[src/rtl/alu_op_sequencer_if.sv]
// ============================================================================
// Module      : alu_op_sequencer_if
// Description : Command and ALU-strobe bus of the ALU operation sequencer.
// Revision    : 1.0 - initial release
// ============================================================================
`default_nettype none

interface alu_op_sequencer_if;
  logic        cmd_valid;
  logic        cmd_ready;
  logic [31:0] cmd_a;
  logic [31:0] cmd_b;
  logic [3:0]  cmd_op;
  logic [31:0] SW;
  logic        clk_A;
  logic        clk_B;
  logic        clk_F;
  logic        busy;
  logic        done;

  modport master (
    output cmd_valid, cmd_a, cmd_b, cmd_op,
    input  cmd_ready, SW, clk_A, clk_B, clk_F, busy, done
  );

  modport slave (
    input  cmd_valid, cmd_a, cmd_b, cmd_op,
    output cmd_ready, SW, clk_A, clk_B, clk_F, busy, done
  );
endinterface

`default_nettype wire

[src/rtl/alu_op_sequencer.sv]
// ============================================================================
// Module      : alu_op_sequencer
// Description : Drives operand A, operand B and function code onto SW with
//               setup/pulse/hold strobe timing, then waits a settle period.
// Revision    : 1.0 - initial release
// ============================================================================
`default_nettype none

module alu_op_sequencer #(
  parameter int SETUP_CYC  = 10,
  parameter int PULSE_CYC  = 10,
  parameter int HOLD_CYC   = 10,
  parameter int SETTLE_CYC = 100
) (
  input  wire logic           clk,
  input  wire logic           rst,
  alu_op_sequencer_if.slave   bus
);

  // Counter reload values: a step of N cycles counts N-1 down to 0.
  localparam logic [15:0] c_setup_ld  = 16'(SETUP_CYC - 1);
  localparam logic [15:0] c_pulse_ld  = 16'(PULSE_CYC - 1);
  localparam logic [15:0] c_hold_ld   = 16'(HOLD_CYC - 1);
  localparam logic [15:0] c_settle_ld = 16'(SETTLE_CYC - 1);

  typedef enum logic [3:0] {
    S_IDLE    = 4'd0,
    S_A_SETUP = 4'd1,
    S_A_PULSE = 4'd2,
    S_A_HOLD  = 4'd3,
    S_B_SETUP = 4'd4,
    S_B_PULSE = 4'd5,
    S_B_HOLD  = 4'd6,
    S_F_SETUP = 4'd7,
    S_F_PULSE = 4'd8,
    S_F_HOLD  = 4'd9,
    S_SETTLE  = 4'd10
  } state_t;

  state_t      r_state;
  logic [15:0] r_cnt;
  logic [31:0] r_a;
  logic [31:0] r_b;
  logic [3:0]  r_op;
  logic [31:0] r_sw;
  logic        r_clk_a;
  logic        r_clk_b;
  logic        r_clk_f;
  logic        r_busy;
  logic        r_done;
  logic        w_step_end;

  assign w_step_end = (r_cnt == 16'd0);

  always_ff @(posedge clk or posedge rst) begin
    if (rst) begin
      r_state <= S_IDLE;
      r_cnt   <= 16'd0;
      r_a     <= 32'd0;
      r_b     <= 32'd0;
      r_op    <= 4'd0;
      r_sw    <= 32'd0;
      r_clk_a <= 1'b0;
      r_clk_b <= 1'b0;
      r_clk_f <= 1'b0;
      r_busy  <= 1'b0;
      r_done  <= 1'b0;
    end else begin
      r_done <= 1'b0;
      if (!w_step_end) begin
        r_cnt <= r_cnt - 16'd1;
      end
      // Every step transition below reloads the counter for the step it enters.
      case (r_state)
        S_IDLE: begin
          if (bus.cmd_valid) begin
            r_a     <= bus.cmd_a;
            r_b     <= bus.cmd_b;
            r_op    <= bus.cmd_op;
            r_sw    <= bus.cmd_a;
            r_busy  <= 1'b1;
            r_cnt   <= c_setup_ld;
            r_state <= S_A_SETUP;
          end
        end
        S_A_SETUP: if (w_step_end) begin
          r_clk_a <= 1'b1;
          r_cnt   <= c_pulse_ld;
          r_state <= S_A_PULSE;
        end
        S_A_PULSE: if (w_step_end) begin
          r_clk_a <= 1'b0;
          r_cnt   <= c_hold_ld;
          r_state <= S_A_HOLD;
        end
        S_A_HOLD: if (w_step_end) begin
          r_sw    <= r_b;
          r_cnt   <= c_setup_ld;
          r_state <= S_B_SETUP;
        end
        S_B_SETUP: if (w_step_end) begin
          r_clk_b <= 1'b1;
          r_cnt   <= c_pulse_ld;
          r_state <= S_B_PULSE;
        end
        S_B_PULSE: if (w_step_end) begin
          r_clk_b <= 1'b0;
          r_cnt   <= c_hold_ld;
          r_state <= S_B_HOLD;
        end
        S_B_HOLD: if (w_step_end) begin
          r_sw    <= {28'd0, r_op};
          r_cnt   <= c_setup_ld;
          r_state <= S_F_SETUP;
        end
        S_F_SETUP: if (w_step_end) begin
          r_clk_f <= 1'b1;
          r_cnt   <= c_pulse_ld;
          r_state <= S_F_PULSE;
        end
        S_F_PULSE: if (w_step_end) begin
          r_clk_f <= 1'b0;
          r_cnt   <= c_hold_ld;
          r_state <= S_F_HOLD;
        end
        S_F_HOLD: if (w_step_end) begin
          r_cnt   <= c_settle_ld;
          r_state <= S_SETTLE;
        end
        S_SETTLE: if (w_step_end) begin
          r_busy  <= 1'b0;
          r_done  <= 1'b1;
          r_state <= S_IDLE;
        end
        default: begin
          r_cnt   <= 16'd0;
          r_state <= S_IDLE;
        end
      endcase
    end
  end

  // Ready is the only unregistered output; it must drop with rst at once.
  assign bus.cmd_ready = (r_state == S_IDLE) && !rst;
  assign bus.SW        = r_sw;
  assign bus.clk_A     = r_clk_a;
  assign bus.clk_B     = r_clk_b;
  assign bus.clk_F     = r_clk_f;
  assign bus.busy      = r_busy;
  assign bus.done      = r_done;

endmodule

`default_nettype wire

[src/flat_wrapper.sv]
// flat-port wrapper written by rule: the top's interface ports become plain ports
module alu_op_sequencer_flat 
#(
  parameter int SETUP_CYC  = 10,
  parameter int PULSE_CYC  = 10,
  parameter int HOLD_CYC   = 10,
  parameter int SETTLE_CYC = 100
)
  (clk, rst, bus_cmd_valid, bus_cmd_a, bus_cmd_b, bus_cmd_op, bus_cmd_ready, bus_SW, bus_clk_A, bus_clk_B, bus_clk_F, bus_busy, bus_done);
  alu_op_sequencer_if bus_i ();
  input  wire logic clk;
  input  wire logic rst;
  input wire logic [$bits(bus_i.cmd_valid)-1:0] bus_cmd_valid;
  input wire logic [$bits(bus_i.cmd_a)-1:0] bus_cmd_a;
  input wire logic [$bits(bus_i.cmd_b)-1:0] bus_cmd_b;
  input wire logic [$bits(bus_i.cmd_op)-1:0] bus_cmd_op;
  output wire logic [$bits(bus_i.cmd_ready)-1:0] bus_cmd_ready;
  output wire logic [$bits(bus_i.SW)-1:0] bus_SW;
  output wire logic [$bits(bus_i.clk_A)-1:0] bus_clk_A;
  output wire logic [$bits(bus_i.clk_B)-1:0] bus_clk_B;
  output wire logic [$bits(bus_i.clk_F)-1:0] bus_clk_F;
  output wire logic [$bits(bus_i.busy)-1:0] bus_busy;
  output wire logic [$bits(bus_i.done)-1:0] bus_done;
  assign bus_i.cmd_valid = bus_cmd_valid;
  assign bus_i.cmd_a = bus_cmd_a;
  assign bus_i.cmd_b = bus_cmd_b;
  assign bus_i.cmd_op = bus_cmd_op;
  assign bus_cmd_ready = bus_i.cmd_ready;
  assign bus_SW = bus_i.SW;
  assign bus_clk_A = bus_i.clk_A;
  assign bus_clk_B = bus_i.clk_B;
  assign bus_clk_F = bus_i.clk_F;
  assign bus_busy = bus_i.busy;
  assign bus_done = bus_i.done;
  alu_op_sequencer #(.SETUP_CYC(SETUP_CYC), .PULSE_CYC(PULSE_CYC), .HOLD_CYC(HOLD_CYC), .SETTLE_CYC(SETTLE_CYC)) u_core (.clk(clk), .rst(rst), .bus(bus_i));
endmodule
[config.mk]
export PLATFORM = sky130hd
export DESIGN_NAME = alu_op_sequencer_flat
export DESIGN_NICKNAME = d
export VERILOG_FILES = /design/src/rtl/alu_op_sequencer_if.sv /design/src/rtl/alu_op_sequencer.sv /design/src/flat_wrapper.sv
export SDC_FILE = /design/constraint.sdc
export NUM_CORES = 1
export LEC_CHECK = 0
export ABC_AREA = 1
export CAP_MARGIN = 10
export CORE_MARGIN = 8
export CORE_UTILIZATION = 51
export CTS_BUF_LIST = sky130_fd_sc_hd__clkbuf_16
export CTS_CLUSTER_DIAMETER = 30
export DETAILED_ROUTE_END_ITERATION = 10
export GPL_TIMING_DRIVEN = 0
export HOLD_SLACK_MARGIN = 0.08
export PLACE_DENSITY = 0.9
export SYNTH_ARGS = -nofsm -noshare
export SYNTH_HDL_FRONTEND = slang
export SYNTH_SLANG_ARGS = --single-unit
export TNS_END_PERCENT = 1
[constraint.sdc]
create_clock -name clk -period 3.1 [get_ports clk]
set_input_delay 0.31 -clock clk [delete_from_list [all_inputs] [get_ports clk]]
set_output_delay 0.31 -clock clk [all_outputs]
set_load 0.03 [all_outputs]
**After elaboration in Yosys (flattened, before gate mapping)**

Index checks and enable logic that the tools add are counted.

- Register bits: 93
- Output and inout bits: 38
- Logic and storage cells: 79

- Add/sub/neg operators: 1
- Eq/ne operators: 21
- Mux-type cells: 30
- Reductions and logical operators: 17

Operator list:

| operator | number |
|---|---|
| 32-bit two-way mux | 3 |
| 32-bit case mux with 3 select lines | 1 |
| 16-bit two-way mux | 4 |
| 16-bit case mux with 4 select lines | 1 |
| 4-bit two-way mux | 11 |
| 4-bit case mux with 11 select lines | 1 |
| 2-bit by 1-bit != test with 1-bit output, second input constant | 10 |
| 4-bit by 3-bit == test with 1-bit output, second input constant | 4 |
| 16-bit logical NOT | 1 |
| 16-bit by 1-bit subtractor with 16-bit output, second input constant | 1 |
| 4-bit == test, second input constant | 3 |
| 3-bit AND reduction | 4 |
| 11-bit AND reduction | 1 |
| 4-bit by 2-bit == test with 1-bit output, second input constant | 2 |
| 1-bit case mux with 2 select lines | 4 |
| 2-bit nonzero test | 4 |
| 8-bit OR reduction | 1 |
| 1-bit two-way mux | 5 |
| 4-bit by 1-bit == test with 1-bit output, second input constant | 1 |
| 4-bit logical NOT | 1 |
| 4-bit AND reduction | 1 |
| 3-bit nonzero test | 1 |
| 2-bit != test, second input constant | 1 |
| 2-bit AND reduction | 1 |
| 2 further kinds | 2 |

**Longest topological paths before layout**

- Depth after elaboration: 4
- Depth in mapped cells: 11
- Gate-level depth less buffers: 10

**Worst setup path after synthesis**

OpenSTA, ideal clock, no wires.

- Kind: register to register
- From: reg u_core.r_cnt[0]
- To: reg u_core.r_cnt[0]
- Library setup time: 137 ps
- Data arrival time: 1551 ps
- Required time: 2963 ps
- Path slack: 1411 ps
- Cell stages (with the launch flop): 10
- Period minus slack after synthesis: 1689 ps
- Cells stage by stage: dfrtp_1 -> inv_1 -> ha_1 -> nand2_1 -> nor2_2 -> nand2_4 -> buf_2 -> ha_1 -> inv_1 -> o221ai_1

- Longest elaborated chain between the ends: 4
- Elaborated cells on any way between the ends: 7
- Classes of those cells: add/sub (1); mux (5); reduce/logical (1)

RTL lines:

| what | line | RTL |
|---|---|---|
| start, declared | alu_op_sequencer.sv:41 | `logic [15:0] r_cnt;` |
| start signal, assigned | alu_op_sequencer.sv:71 | `r_cnt <= r_cnt - 16'd1;` |
| start signal, assigned | alu_op_sequencer.sv:82 | `r_cnt <= c_setup_ld;` |
| start signal, assigned | alu_op_sequencer.sv:88 | `r_cnt <= c_pulse_ld;` |
| 16-bit by 1-bit subtractor with 16-bit output or 16-bit logical NOT (tied branches) | alu_op_sequencer.sv:71, alu_op_sequencer.sv:53 |  |
| 16-bit two-way mux | alu_op_sequencer.sv:70 | `if (!w_step_end) begin` |
| 16-bit two-way mux, on equally long branches | -- |  |
| 16-bit case mux with 4 select lines (*) | alu_op_sequencer.sv:74 | `case (r_state)` |

Every way passes the cells marked *; elsewhere a longest branch is shown, timed or not.
A chain may end at the register's enable or synchronous reset.

**Worst setup path in the final report**

- From: reg u_core.r_state[0]
- To: out bus_cmd_ready

- Longest elaborated chain between the ends: 2

RTL lines:

| what | line | RTL |
|---|---|---|
| start, declared | alu_op_sequencer.sv:40 | `state_t r_state;` |
| start signal, assigned | alu_op_sequencer.sv:57 | `r_state <= S_IDLE;` |
| start signal, assigned | alu_op_sequencer.sv:83 | `r_state <= S_A_SETUP;` |
| start signal, assigned | alu_op_sequencer.sv:89 | `r_state <= S_A_PULSE;` |
| 4-bit logical NOT | alu_op_sequencer.sv:144 | `assign bus.cmd_ready = (r_state == S_IDLE) && !rst;` |
| 1-bit logical AND | alu_op_sequencer.sv:144 |  |
| end, declared | flat_wrapper.sv:17 | `output wire logic [$bits(bus_i.cmd_ready)-1:0] bus_cmd_ready;` |

Every way passes these cells.

==> summary.md <==
| Metric | Value |
|---|---|
| Vias per inst | `5.23` |
| Io pins | `approximately 110` |
| Cell area power density | `roughly 1100 nW/µm²` |
| Width of the die | `roughly 110 µm` |
| Pwr Total | `7.26 mW` |
| Cell variety after synth | `31` |
| Post-CTS Setup Inserts | `0` |
| Final Hold Vio Count | `0` |
| Critical path's slowest cell | `clkdlybuf4s50_1` |
| Port buffer count | `~110` |
| Post-synthesis cell count | `~570` |
| RD Place Congestion | `approximately 0.86` |
| Pins Over Slew Limit | `0` |
| Share of cells above drive strength 1 | `between 10% and 20%` |
| Htree depth | `3` |
| Peak Freq | `around 450 MHz` |
| Largest net degree at the start of global routing | `53` |
| Lkg Pwr | `roughly 3.3 nW` |
| Sequential fraction of the synthesis area | `49.0%` |
| Clock latency at the later pin of the worst-skew pair | `340 ps` |
| Layout area overhead | `32.9%` |
| Core ar. | `slightly above 9000 µm²` |
| Syn Area/Cell | `roughly 8.3 µm²` |
| Crit Path Category | `reg -> out` |
| Drt total wl | `roughly 13000 µm` |
| CP Max Fanout | `9` |
| Overflow after GRT | `0` |
| Antenna diodes | `0` |
| Post-Layout Cell Count | `807` |
| FF+latch count, synth | `93` |
| Vias in the first global route | `around 4600` |
| Detail Route Antenna Nets | `0` |
| Crit-path cells | `buf_4, nor2_2, nand2_4, nor2_1, clkdlybuf4s50_1` |
| Antenna violations before repair | `0` |
| Largest stage delay on the critical path | `slightly below 700 ps` |
| Starting Density | `51.9%` |
| Root Buffer | `clkbuf_16` |
| CTS tree | `yes` |
| First-pass GRT wire length | `around 21000 µm` |
| Cells resized by post-CTS repair | `0` |
| Synth Cell Area | `~4700 µm²` |
| WHS | `around 420 ps` |
| Slew @ Worst Pin | `about 560 ps` |
| Syn nets | `roughly 650` |
| RSZ-0062 raised after global routing | `false` |
| Detail Placement HPWL | `~9900 µm` |
| Cells after DPL | `just under 800` |
| Fillcell total | `between 600 and 700` |
| Post-route DRC | `0` |
| Area of the die | `around 13000 µm²` |
| CTS max path bufs | `2` |
| Sinks on Clock Net | `93` |
| Minimum clock period after layout | `~2200 ps` |
| Pre-Repair DR Iteration Count | `4` |
| # rows | `35` |
| Rel. slew slack | `approximately 63%` |
| Post-Route Setup TNS | `0 ps` |
| Worst min-delay path class | `in -> async` |
| Average routed wire per standard cell | `16.1 µm` |
| Hold buffers post-CTS | `0` |
| Status | `complete, no violations` |
| GRT Total Usage | `between 20% and 30%` |
| Startpoint types | `flip-flop` |
| Critical path endpoint category | `primary output` |
| Critical R2R Launch | `u_core.r_cnt[0]$_DFF_PP0_` |
| Final core utilization | `between 60% and 70%` |
| Required time of the critical path | `~2800 ps` |
| Clk_skew | `between 9 and 10 ps` |
| Syn. warnings | `0` |
| Max-cap violation count | `0` |
| Final setup fails | `0` |
| Clk slew on worst S/H paths | `roughly 70 ps` |
| Period utilisation layout | `approximately 72%` |
| 1st-iter DRT viols | `approximately 200` |
| Worst setup startpoint | `u_core.r_state[0]$_DFFE_PP0P_` |
| Final nets | `765` |
| Die span in y | `113 µm` |
| Maximum vdd drop | `around 0.64 mV` |
| Critical Path AT | `around 1900 ps` |
| TritonCTS buffer count | `9` |
| Via count | `4217` |
==> registers in the layout, indices dropped and copies added (netlist names) <==
| register | cells |
|---|---|
| u_core.bus.clk_A | 1 |
| u_core.bus.clk_B | 1 |
| u_core.bus.done | 1 |
| u_core.r_op | 4 |
| u_core.bus.clk_F | 1 |
| u_core.bus.SW | 32 |
| u_core.r_b | 32 |
| u_core.r_state | 4 |
| u_core.r_cnt | 16 |
| u_core.bus.busy | 1 |
==> final cells by class <==
cell class / instances / area [µm²] / area share, %
flip-flops and latches: 93 / 2330 / 36.9
clock inverters: 7 / 87.6 / 1.39
repair buffers: 109 / 1110 / 17.6
inverters: 40 / 153 / 2.42
well taps: 111 / 139 / 2.20
clock buffers: 9 / 225 / 3.57
plain buffers: 19 / 159 / 2.52
multi-input cells: 419 / 2110 / 33.5
==> final timing paths <==
check	cells after the start	endpoint	slack (ps)
worst max-delay path	5	bus_cmd_ready	860
worst min-delay path	2	u_core.bus.clk_B$_DFFE_PP0P_	420
worst max register to register	9	u_core.r_cnt[0]$_DFF_PP0_	1160
worst min register to register	2	u_core.bus.SW[27]$_DFFE_PP0P_	470
max in group asynchronous	3	u_core.r_b[30]$_DFFE_PP0P_	2040
min in group clk	2	u_core.bus.SW[27]$_DFFE_PP0P_	470
==> cells in the mapped netlist <==
library cell / n / area (µm²)
a21o_1: 1 / 7.51
a21oi_1: 3 / 15.0
a21oi_4: 2 / 32.5
buf_2: 7 / 35.0
buf_4: 1 / 7.51
buf_6: 10 / 113
clkbuf_1: 1 / 3.75
dfrtp_1: 93 / 2330
ha_1: 3 / 37.5
inv_1: 33 / 124
inv_2: 7 / 26.3
mux2_1: 2 / 22.5
mux2_2: 30 / 338
mux2_4: 3 / 45.0
nand2_1: 255 / 957
nand2_2: 13 / 81.3
nand2_4: 4 / 45.0
nand3_1: 31 / 155
nand4_1: 2 / 12.5
nor2_1: 42 / 158
nor2_2: 4 / 25.0
nor2_4: 4 / 45.0
nor3_1: 3 / 15.0
o21ai_0: 7 / 35.0
o21ai_1: 1 / 5.00
o21ai_4: 1 / 16.3
o221ai_1: 1 / 8.76
o22a_1: 1 / 8.76
or2_2: 2 / 12.5
xnor2_1: 2 / 17.5
xor2_1: 2 / 17.5
==> metrics by stage <==
step | cell area (µm²) | setup WS [ps]
after floorplan | 4750 | 370
after global placement | 5970 | -1020
after detailed placement | 6000 | 1180
after CTS | 6310 | 842
after global routing | 6310 | 786
final | 6310 | 856
==> power by group <==
| part | leakage [nW] | switching, mW | internal (mW) | total (mW) |
|---|---|---|---|---|
| sequential | 1.15 | 0.374 | 1.80 | 2.17 |
| combinational | 1.95 | 2.36 | 1.56 | 3.92 |
| clock | 0.154 | 0.517 | 0.646 | 1.16 |
| total | 3.25 | 3.25 | 4.01 | 7.25 |
==> cells by family after synthesis <==
family	share of synthesized area (%)
compound gates	2.71
simple gates	31.7
mux	8.54
xor+xnor	0.738
flops	49.0
fa+ha+maj	0.790
buf+inv	6.51
==> cell usage in the layout (no fill, tap or decap), drive strengths merged <==
cell type      Yosys  layout
nand4              2       2
nor3               3       3
o221ai             1       1
ha                 3       3
nor2              50      50
a21oi              5       5
o22a               1       1
clkbuf             1      10
bufinv             0       1
a21o               1       1
o21ai              9       9
xor2               2       2
mux2              35      35
or2                2       2
xnor2              2       2
inv               40      44
nand3             31      31
clkdlybuf4s50      0     108
nand2            272     272
buf               18      19
dfrtp             93      93
clkinv             0       2
==> metal layers <==
layer  GRT usage (%)  vias to the layer above  share of wire [%]
met2            37.4                      164                 51
met3            6.28                       30                7.8
met5               0                        -                  0
met4            8.81                        0                2.1
li1                -                     2014                  -
met1            22.8                     2009                 39
==> worst max-delay path: cells and delay by family (launching register included) <==
family / cells / cell delay [ps]
DFF: 1 / 370
buffers and inverters: 2 / 850
and+or+nand+nor: 3 / 370
Power figures use the tool's default switching activity.
